<file path="src/rtl/serial_subtracter.sv">
// Multi-cycle two's-complement subtracter: a - b - bin, BITS_PER_CYCLE bits per clock,
// LSB chunk first, with borrow-out, signed-overflow and zero flags.
module serial_subtracter #(
    parameter int unsigned WIDTH          = 8,
    parameter int unsigned BITS_PER_CYCLE = 1
) (
    input  logic             clk,
    input  logic             rst_n,
    input  logic             in_valid,
    output logic             in_ready,
    input  logic [WIDTH-1:0] a,
    input  logic [WIDTH-1:0] b,
    input  logic             bin,
    output logic             out_valid,
    input  logic             out_ready,
    output logic [WIDTH-1:0] d,
    output logic             bout,
    output logic             ovf,
    output logic             zero
);

    localparam int unsigned BPC = BITS_PER_CYCLE;
    localparam int unsigned N   = WIDTH / BPC;
    localparam int unsigned CW  = (N > 1) ? $clog2(N) : 1;

    if ((WIDTH < 2) || (BPC == 0) || ((WIDTH % BPC) != 0)) begin : g_param_check
        $error("serial_subtracter: WIDTH must be >= 2 and a multiple of BITS_PER_CYCLE");
    end

    typedef enum logic [1:0] {
        IDLE = 2'd0,
        RUN  = 2'd1,
        DONE = 2'd2
    } state_e;

    state_e           state_q, state_d;
    logic [WIDTH-1:0] a_q, a_d;
    logic [WIDTH-1:0] b_q, b_d;
    logic [WIDTH-1:0] d_q, d_d;
    logic [CW-1:0]    cnt_q, cnt_d;
    logic             brw_q, brw_d;
    logic             bout_q, bout_d;
    logic             ovf_q, ovf_d;
    logic             zero_q, zero_d;

    logic [BPC-1:0]   diff_chunk;
    logic             chunk_bout;
    logic             msb_bin;
    logic             last_chunk;
    logic             ai, bi, br;
    int unsigned      base;

    assign base       = 32'(cnt_q) * BPC;
    assign last_chunk = (cnt_q == CW'(N - 1));

    // BPC-stage full-subtracter ripple over the current chunk
    always_comb begin
        diff_chunk = '0;
        br         = brw_q;
        msb_bin    = 1'b0;
        ai         = 1'b0;
        bi         = 1'b0;
        for (int k = 0; k < int'(BPC); k++) begin
            msb_bin       = br;
            ai            = a_q[base + 32'(k)];
            bi            = b_q[base + 32'(k)];
            diff_chunk[k] = ai ^ bi ^ br;
            br            = (~ai & bi) | (~(ai ^ bi) & br);
        end
        chunk_bout = br;
    end

    // Next-state and datapath update
    always_comb begin
        state_d = state_q;
        a_d     = a_q;
        b_d     = b_q;
        d_d     = d_q;
        cnt_d   = cnt_q;
        brw_d   = brw_q;
        bout_d  = bout_q;
        ovf_d   = ovf_q;
        zero_d  = zero_q;
        case (state_q)
            IDLE: begin
                if (in_valid) begin
                    a_d     = a;
                    b_d     = b;
                    brw_d   = bin;
                    cnt_d   = '0;
                    state_d = RUN;
                end
            end
            RUN: begin
                d_d[base +: BPC] = diff_chunk;
                brw_d            = chunk_bout;
                cnt_d            = cnt_q + CW'(1);
                if (last_chunk) begin
                    // on the last chunk the final stage is bit WIDTH-1
                    bout_d  = chunk_bout;
                    ovf_d   = msb_bin ^ chunk_bout;
                    zero_d  = (d_d == '0);
                    cnt_d   = '0;
                    state_d = DONE;
                end
            end
            DONE: begin
                if (out_ready) begin
                    state_d = IDLE;
                end
            end
            default: state_d = IDLE;
        endcase
    end

    always_ff @(posedge clk or negedge rst_n) begin
        if (!rst_n) begin
            state_q <= IDLE;
            a_q     <= '0;
            b_q     <= '0;
            d_q     <= '0;
            cnt_q   <= '0;
            brw_q   <= 1'b0;
            bout_q  <= 1'b0;
            ovf_q   <= 1'b0;
            zero_q  <= 1'b0;
        end else begin
            state_q <= state_d;
            a_q     <= a_d;
            b_q     <= b_d;
            d_q     <= d_d;
            cnt_q   <= cnt_d;
            brw_q   <= brw_d;
            bout_q  <= bout_d;
            ovf_q   <= ovf_d;
            zero_q  <= zero_d;
        end
    end

    assign in_ready  = (state_q == IDLE);
    assign out_valid = (state_q == DONE);
    assign d         = d_q;
    assign bout      = bout_q;
    assign ovf       = ovf_q;
    assign zero      = zero_q;

endmodule

</file>
<file path="config.mk">
export PLATFORM = sky130hd
export DESIGN_NAME = serial_subtracter
export DESIGN_NICKNAME = d
export VERILOG_FILES = /design/src/rtl/serial_subtracter.sv
export SDC_FILE = /design/constraint.sdc
export NUM_CORES = 1
export LEC_CHECK = 0
export CELL_PAD_IN_SITES_DETAIL_PLACEMENT = 1
export CELL_PAD_IN_SITES_GLOBAL_PLACEMENT = 1
export CORE_MARGIN = 2
export CORE_UTILIZATION = 35
export DETAILED_ROUTE_END_ITERATION = 10
export GPL_TIMING_DRIVEN = 0
export PLACE_DENSITY_LB_ADDON = 0.05
export SLEW_MARGIN = 30
export SYNTH_ARGS = -nofsm -noshare
export SYNTH_HDL_FRONTEND = slang
export SYNTH_SLANG_ARGS = --single-unit
</file>
<file path="constraint.sdc">
create_clock -name clk -period 2.59 [get_ports clk]
set_input_delay 0.259 -clock clk [delete_from_list [all_inputs] [get_ports clk]]
set_output_delay 0.259 -clock clk [all_outputs]
set_load 0.1 [all_outputs]
</file>
# After elaboration in Yosys (flattened, before gate mapping)
# Cells that the tools add are included.
[word_totals] ff_bits=33 out_inout_bits=13 elab_cells=49
[op_classes] n_addsub=2 n_lt_le_gt_ge=1 eq_ne=6 shifts=2 n_mux=14 bitwise=8 n_reduce_logical=7
[op_table] cell="negation 3 -> 34 bit" count=1
[op_table] cell="variable shift 1 x 34 -> 8 bit (first input constant)" count=1
[op_table] cell="variable part select 1 x 34 -> 8 bit" count=1
[op_table] cell="bitwise mux 8 bit" count=1
[op_table] cell="zero test 8 bit" count=1
[op_table] cell="binary-select mux 1 bit (select 3 bit)" count=2
[op_table] cell="two-way mux 2 bit" count=3
[op_table] cell="two-way mux 3 bit" count=2
[op_table] cell="one-hot mux 2 bit (3 select lines)" count=1
[op_table] cell="one-hot mux 3 bit (2 select lines)" count=1
[op_table] cell="AND reduction 2 bit" count=3
[op_table] cell="< comparator 3 x 4 -> 1 bit (second input constant)" count=1
[op_table] cell="inequality test 2 bit (second input constant)" count=2
[op_table] cell="adder 3 x 1 -> 3 bit (second input constant)" count=1
[op_table] cell="equality test 3 bit (second input constant)" count=1
[op_table] cell="two-way mux 1 bit" count=3
[op_table] cell="AND reduction 3 bit" count=1
[op_table] cell="bitwise XOR 1 bit" count=3
[op_table] cell="bitwise AND 1 bit" count=2
[op_table] cell="equality test 2 x 1 -> 1 bit (second input constant)" count=1
[op_table] cell="equality test 2 bit (second input constant)" count=1
[op_table] cell="zero test 2 bit" count=1
[op_table] cell="inequality test 2 x 1 -> 1 bit (second input constant)" count=1
[op_table] cell="NOT 1 bit" count=2
[op_table] cell="3 further kinds" count=3

# Longest topological paths before layout
# Gate-level depths: netlist (run 1).
[logic_depth] word_depth=7 depth_mapped=9

# Worst setup path before layout (run 1)
# Ideal clock, no wire load.
[synth_path] kind="reg2reg" startpoint="reg state_q[0]" endpoint="reg a_q[0]" setup_ps=117 arrival_ps=2574 required_time_ps=2473 path_slack_ps=-101 path_stages_with_launch=6 path_buffers=1 synth_period_minus_slack_ps=2691 path_cell_list="dfrtp_1 nor2_1 nand2_1 clkbuf_1 nand2_1 nand2_1"
[synth_via] elab_chain_cells=2
[synth_rtl] item="start, declared" line="36" text="state_e state_q, state_d;"
[synth_rtl] item="start signal, assigned" line="128" text="state_q <= state_d;"
[synth_rtl] item="zero test 2 bit"
[synth_rtl] item="named net in_ready" line="10" text="output logic in_ready,"
[synth_rtl] item="AND reduction 2 bit (no source line)"
[synth_rtl] item="end signal, assigned" line="119" text="a_q <= '0;"
[synth_rtl] item="end signal, assigned" line="129" text="a_q <= a_d;"
[synth_rtl] item="end, declared" line="37" text="logic [WIDTH-1:0] a_q, a_d;"
# The timed path passes the listed nets, and every way through them passes these cells.
# A chain may end at the register's enable or synchronous reset.

# Worst setup path after layout (run 1)
[layout_path] startpoint="reg cnt_q[0]" endpoint="reg zero_q (netlist: zero)"
[layout_via] elab_chain_cells=7 word_cells_on_any_way=13 cone_classes="add/sub (1); eq/ne (1); shift (2); mux (5); bitwise (2); reduce/logical (2)"
[layout_rtl] item="start, declared" line="40" text="logic [CW-1:0] cnt_q, cnt_d;"
[layout_rtl] item="start signal, assigned" line="132" text="cnt_q <= cnt_d;"
[layout_rtl] item="binary-select mux 1 bit (select 3 bit) (on tied branches)" line="65, 66"
[layout_rtl] item="two-way mux 1 bit (on tied branches)" line="65, 66"
[layout_rtl] item="bitwise XOR 1 bit (2 in series)" line="67" text="diff_chunk[k] = ai ^ bi ^ br;"
[layout_rtl] item="variable part select 1 x 34 -> 8 bit" line="95" text="d_d[base +: BPC] = diff_chunk;"
[layout_rtl] item="bitwise mux 8 bit" line="95"
[layout_rtl] item="zero test 8 bit" line="102" text="zero_d = (d_d == '0);"
[layout_rtl] item="end signal, assigned" line="136" text="zero_q <= zero_d;"
[layout_rtl] item="end, declared" line="44" text="logic zero_q, zero_d;"
# Parallel ways exist; a longest one is shown, timed or not. The select of a mux whose other input is x is not followed.

==> reports/qor.csv, run 1 <==
stage,metric,value,unit
place,Port Buf Inserts,33,
logic_synthesis,top-count cell post-synth,nand2_1,
logic_synthesis,register area share after synthesis,47.24,%
logic_synthesis,Synth Flop Type,dfrtp_1,
clock_tree,CTS Buffer Depth,2,
timing,final number of hold-violating endpoints,0,
logic_synthesis,dominant cell type by area after synthesis,dfrtp_1,
logic_synthesis,synth top area cells,"dfrtp_1 (47%), nand2_1 (13%), mux4_2 (3.9%)",
logic_synthesis,syn_area_per_cell,9.820,µm²
finish,Inserted Diodes,0,
floorplan,I/O pin cnt,34,
logic_synthesis,YS warnings,0,
finish,area growth from synthesis to layout,37.72,%
run_status,status,"complete, but fails checks",
timing,fmax,372.2,MHz
timing,WHS,0.4061,ns
place,HPWL reported at the end of detailed placement,3400,µm
logic_synthesis,Post-synth EDFFs,0,
logic_synthesis,"Distinct cells, synth",41,
worst_setup_path,crit path from,cnt_q[0],
clock_tree,worst skew pair latency,0.28,ns
worst_setup_path,Worst R2R End,zero,
timing,Sum Neg Setup Slack,-0.09696,ns
route,via count,1468,
route,"antenna viol nets, final",0,
floorplan,die area,5576,µm²
floorplan,row count,25,
worst_setup_path,critical path peak fanout,7,
clock_tree,CTS buffer count,5,
logic_synthesis,Synth Area in Adders,4.009,%
clock_tree,H-tree depth,2,
grt,number of global-route vias before repair,1629,
logic_synthesis,Cells after Synth,178,
timing,min cycle time layout,2.687,ns
clock_tree,Root Buffer,clkbuf_8,
grt,gr ovfl total,0,
route,DRC Markers,0,
logic_synthesis,Post-synth top cells,"nand2_1 (60), dfrtp_1 (33), inv_1 (6), nor2_1 (6), o31ai_1 (6)",
logic_synthesis,Synth async-reset ratio,100.0,%
timing,Final Setup Violations,1,
route,Starting DRT DRC Count,83,
timing,worst slew pin tran,0.9885,ns
timing,Tcrit/Tclk final,103.7,%
grt,initial antenna violation count,0,
clock_tree,clk sink count,33,
worst_setup_path,critical path startpoint category,flip-flop,
grt,GRT Util Overall,18.40,%
timing,clock skew,0.005440,ns
logic_synthesis,Compound-Gate Fraction of Synth Area,8.089,%
worst_setup_path,crit path capture,zero,
floorplan,core area,4755,µm²
floorplan,Die Width,74.67,µm
grt,first-pass GRT wire length,7707,µm
job,Max-cap violations,0,
worst_setup_path,worst path required time,2.78,ns
logic_synthesis,XOR/XNOR Fraction of Synth Area,0.5011,%
logic_synthesis,syn_nets,204,
route,WL/cell,15.80,µm
route,Via-to-Cell Ratio,5.010,
timing,RSZ-0062 raised after global routing,yes,
logic_synthesis,Yosys top cell area share,47.24,%
clock_tree,Clock Pin Slew Worst Setup and Hold Paths,0.07,ns
worst_setup_path,CP arrival,2.87,ns
route,DRT Pass-1 Iters,4,
floorplan,Die Span Y,74.67,µm
run_status,failing checks,setup timing,
worst_setup_path,Critical R2R Launch,cnt_q[0],
timing,Slew Limit Fails,0,
finish,Final nets,251,
route,total wire length,4628,µm
timing,Max-slew headroom,33.90,%
timing,fin worst setup slack,-0.09696,ns
finish,layout cell share with drive strength beyond 1,19.47,%
place,RePlAce Congestion,0.7539,
logic_synthesis,cell area after synthesis,1748,µm²
hold_path,Hold Crit Class,input pin to asynchronous set/reset pin,
worst_setup_path,critical path type,flip-flop to flip-flop,
logic_synthesis,largest family of logic cells by synthesized area,simple AND/OR/NAND/NOR gates,
logic_synthesis,synthesized flop and latch total,33,
worst_setup_path,R2R Setup Slk,-0.1,ns
worst_setup_path,Crit. End Element,flip-flop,
worst_setup_path,Reg2Reg Depth,10,
logic_synthesis,multiplexer share of the synthesized area,11.52,%
floorplan,Starting Density,36.76,%
grt,maximum number of pins on one net before global-route repair,24,
clock_tree,CTS tree,yes,
logic_synthesis,Synth Area in Simple Gates,24.12,%
per-stage QoR:
| step | setup WS, ns | area, µm² | instances | utilization [%] |
|---|---|---|---|---|
| final | -0.09696 | 2407 | 293 | 50.63 |
| after global routing | -0.1805 | 2407 | 293 | 50.63 |
| after CTS | -0.04179 | 2370 | 291 | 49.84 |
| after detailed placement | -0.6084 | 2192 | 279 | 46.11 |
| after global placement | -0.4307 | 2170 | 278 | 45.63 |
| after floorplan | 0.004611 | 1755 | 178 | - |
cells by family (layout without fill, tap and decap cells):
| group | count (synthesis) | after routing |
|---|---|---|
| compound gates | 19 | 19 |
| xor+xnor | 1 | 1 |
| fa+ha+maj | 5 | 5 |
| buf+inv | 16 | 64 |
| flops | 33 | 33 |
| mux | 14 | 14 |
| simple gates | 90 | 90 |
final cells by class:
cell class,instances,area (µm²)
fill,541,2347
multi-input combinational,129,908.4
sequential,33,827.0
timing repair buffer,40,404.1
clock buffer,8,90.09
tap,67,83.83
buffer,9,65.06
inverter,7,28.78
routing by layer:
metal	vias up	routed length [µm]	GRT usage, %	part of all wire (%)
met2	31	2433	32.55	53
li1	702	-	-	-
met4	0	104	7.540	2.2
met1	722	1954	22.03	42
met5	-	0	0	0
met3	13	134	3.481	2.9
layout by cell type (no fill, tap or decap), types with 3 or more instances in the layout:
master           count
o21ai_0              4
nor3_1               4
nand2_1             57
o31ai_1              5
nand2b_1             3
nand2_2              3
mux2_1               4
nor4b_2              3
ha_1                 4
clkbuf_1             4
buf_2                3
clkdlybuf4s50_1     32
clkbuf_8             6
dfrtp_1             32
buf_4                5
mux4_2               4
nor2_1               5
inv_1                5
and2_1               3
worst min-delay path by stage:
stage                  end  depth (start not counted)  slack, ns  startpoint
finish                zero                          2       0.41       rst_n
global route          zero                          2       0.44       rst_n
CTS                   zero                          2       0.41       rst_n
detailed placement    zero                          1       0.17       rst_n
global placement    a_q[3]                          2       0.45      a_q[3]
floorplan           a_q[0]                          0      -0.04       rst_n
critical path: stages, from the launching register on:
cell and delay [ns]:
dfrtp_2 0.38, buf_12 0.13, mux4_2 0.50, nand2_2 0.08, nand2_2 0.06, fa_2 0.59
buf_6 0.15, nor4b_2 0.05, mux2i_1 0.22, o2111ai_2 0.15, o31ai_2 0.29
what timing repair did:
action / CTS / global route
gates cloned: 0 / 0
endpoints found under the hold margin: 10 / 0
gates resized for setup: 15 / 5
buffers inserted: 3 / 2
endpoints found under the setup margin: 5 / 1
hold buffers: 1 / 0
pin swaps: 3 / 6
sequential cells by signal (all words and copies together) (netlist names):
| register | count |
|---|---|
| d | 8 |
| state_q | 2 |
| a_q | 8 |
| b_q | 8 |
| bout | 1 |
| cnt_q | 3 |
| zero | 1 |
| ovf | 1 |
| brw_q | 1 |
Power of run 1 is not shown: default switching activity piles up to over one toggle a cycle in this logic, so the estimate is an artifact.
==> inputs of run 2 (changes only) <==
--- a/config.mk
+++ b/config.mk
@@ -12,6 +12,7 @@
 export DETAILED_ROUTE_END_ITERATION = 10
 export GPL_TIMING_DRIVEN = 0
 export PLACE_DENSITY_LB_ADDON = 0.05
+export RECOVER_POWER = 25
 export SLEW_MARGIN = 30
 export SYNTH_ARGS = -nofsm -noshare
 export SYNTH_HDL_FRONTEND = slang
==> run 2 against run 1 <==
Critical path depth unchanged. Core utilization down 0.53 points. The flow still finishes with violations (setup timing). Global-route usage is the same. Clock skew unchanged. Non-clock buffer count stayed put. Largest cell class unchanged. Cell count stayed put.
==> reports/qor.csv, run 2 (same netlist as run 1, synthesis figures left out) <==
stage,metric,value,unit
run_status,status,"complete, but fails checks",
run_status,failing checks,setup timing,
floorplan,Starting Density,36.76,%
job,Max-cap violations,0,
clock_tree,Clock Pin Slew Worst Setup and Hold Paths,0.07,ns
route,DRT Pass-1 Iters,4,
route,via count,1468,
place,Port Buf Inserts,33,
floorplan,row count,25,
clock_tree,Root Buffer,clkbuf_8,
floorplan,Die Width,74.67,µm
timing,clock skew,0.005440,ns
timing,Final Setup Violations,1,
route,DRC Markers,0,
timing,Slew Limit Fails,0,
clock_tree,CTS tree,yes,
grt,first-pass GRT wire length,7707,µm
worst_setup_path,CP arrival,2.87,ns
timing,fmax,372.2,MHz
finish,Inserted Diodes,0,
hold_path,hold_sp,b_q[4],
place,HPWL reported at the end of detailed placement,3400,µm
route,WL/cell,15.77,µm
grt,GRT Util Overall,18.40,%
timing,fin worst setup slack,-0.09699,ns
floorplan,Die Span Y,74.67,µm
worst_setup_path,critical path startpoint category,flip-flop,
worst_setup_path,crit path from,cnt_q[0],
worst_setup_path,critical path peak fanout,7,
worst_setup_path,Worst R2R End,zero,
grt,number of global-route vias before repair,1629,
finish,"commonest non-fill, non-tap cell in the layout",nand2_1,
timing,Max-slew headroom,16.06,%
worst_setup_path,Critical R2R Launch,cnt_q[0],
floorplan,I/O pin cnt,34,
place,Setup WS pre-CTS,-0.6084,ns
finish,area growth from synthesis to layout,36.29,%
worst_setup_path,Crit. End Element,flip-flop,
grt,maximum number of pins on one net before global-route repair,24,
worst_setup_path,worst path required time,2.78,ns
route,Starting DRT DRC Count,83,
place,placed cells,279,
finish,layout cell share with drive strength beyond 1,18.58,%
hold_path,hold endpoint,b_q[4],
route,Via-to-Cell Ratio,5.010,
finish,most frequent cells in the layout,"nand2_1 (57), dfrtp_1 (32), clkdlybuf4s50_1 (32), clkbuf_1 (6), clkbuf_8 (6)",
hold_path,Hold Crit Class,flip-flop to flip-flop,
clock_tree,worst skew pair latency,0.28,ns
worst_setup_path,R2R Setup Slk,-0.1,ns
timing,Tcrit/Tclk final,103.7,%
hold_path,hold-critical path depth,2,
timing,WHS,0.4728,ns
finish,Final Util,50.11,%
clock_tree,H-tree depth,2,
finish,final std cells w/o fill,293,
route,total wire length,4621,µm
timing,final number of hold-violating endpoints,0,
clock_tree,CTS buffer count,5,
timing,RSZ-0062 raised after global routing,yes,
clock_tree,CTS Buffer Depth,2,
grt,gr ovfl total,0,
worst_setup_path,critical path type,flip-flop to flip-flop,
place,RePlAce Congestion,0.7539,
route,"antenna viol nets, final",0,
finish,Final nets,251,
grt,initial antenna violation count,0,
floorplan,core area,4755,µm²
worst_setup_path,Reg2Reg Depth,10,
floorplan,die area,5576,µm²
clock_tree,clk sink count,33,
timing,min cycle time layout,2.687,ns
timing,worst slew pin tran,1.259,ns
-- run 2: cell types whose count changed in the layout (fill, tap and decap cells not counted) --
cell	delta
buf_2	-1
clkbuf_1	+2
buf_16	-1
-- run 2: how the worst max path moves through the flow --
stage	end	slack (ns)	depth (start not counted)
after global placement	zero	-0.43	9
after detailed placement	zero	-0.61	9
after floorplan	zero	0.005	9
final	zero	-0.1	10
after global routing	zero	-0.18	9
after CTS	zero	-0.04	10
-- run 2: critical path: stages, from the launching register on --
cell	delay [ns]
dfrtp_2	0.38
buf_12	0.13
mux4_2	0.50
nand2_2	0.08
nand2_2	0.06
fa_2	0.59
buf_6	0.15
nor4b_2	0.05
mux2i_1	0.22
o2111ai_2	0.15
o31ai_2	0.29
-- run 2: area by class of cell --
cell class / instances / area (µm²)
Buffer: 9 / 65.06
Clock buffer: 8 / 90.09
Fill cell: 546 / 2372
Inverter: 7 / 28.78
Multi-Input combinational cell: 129 / 908.4
Sequential cell: 33 / 827.0
Tap cell: 67 / 83.83
Timing Repair Buffer: 40 / 379.1
-- run 2: per-layer routing --
layer,track usage (%),part of all wire (%)
met1,22.03,42
met4,7.540,2.3
met3,3.481,2.9
met2,32.55,53
met5,0,0
-- run 2: metrics by stage --
step	setup TNS, ns	cell area [µm²]
3_5_place_dp	-0.6426	2192
4_1_cts	-0.04179	2370
5_1_grt	-0.1964	2382
6_report	-0.09699	2382
3_3_place_gp	-0.4454	2170
2_1_floorplan	0	1755
-- run 2: timing repair --
item                                    CTS  global route
cloned                                    0             0
pin swaps                                 3             6
buffers inserted                          3             2
resized for setup                        15             5
endpoints found under the hold margin    10             0
endpoints found under the setup margin    5             1
hold buffers                              1             0
Power of run 2 is left out for the same reason.
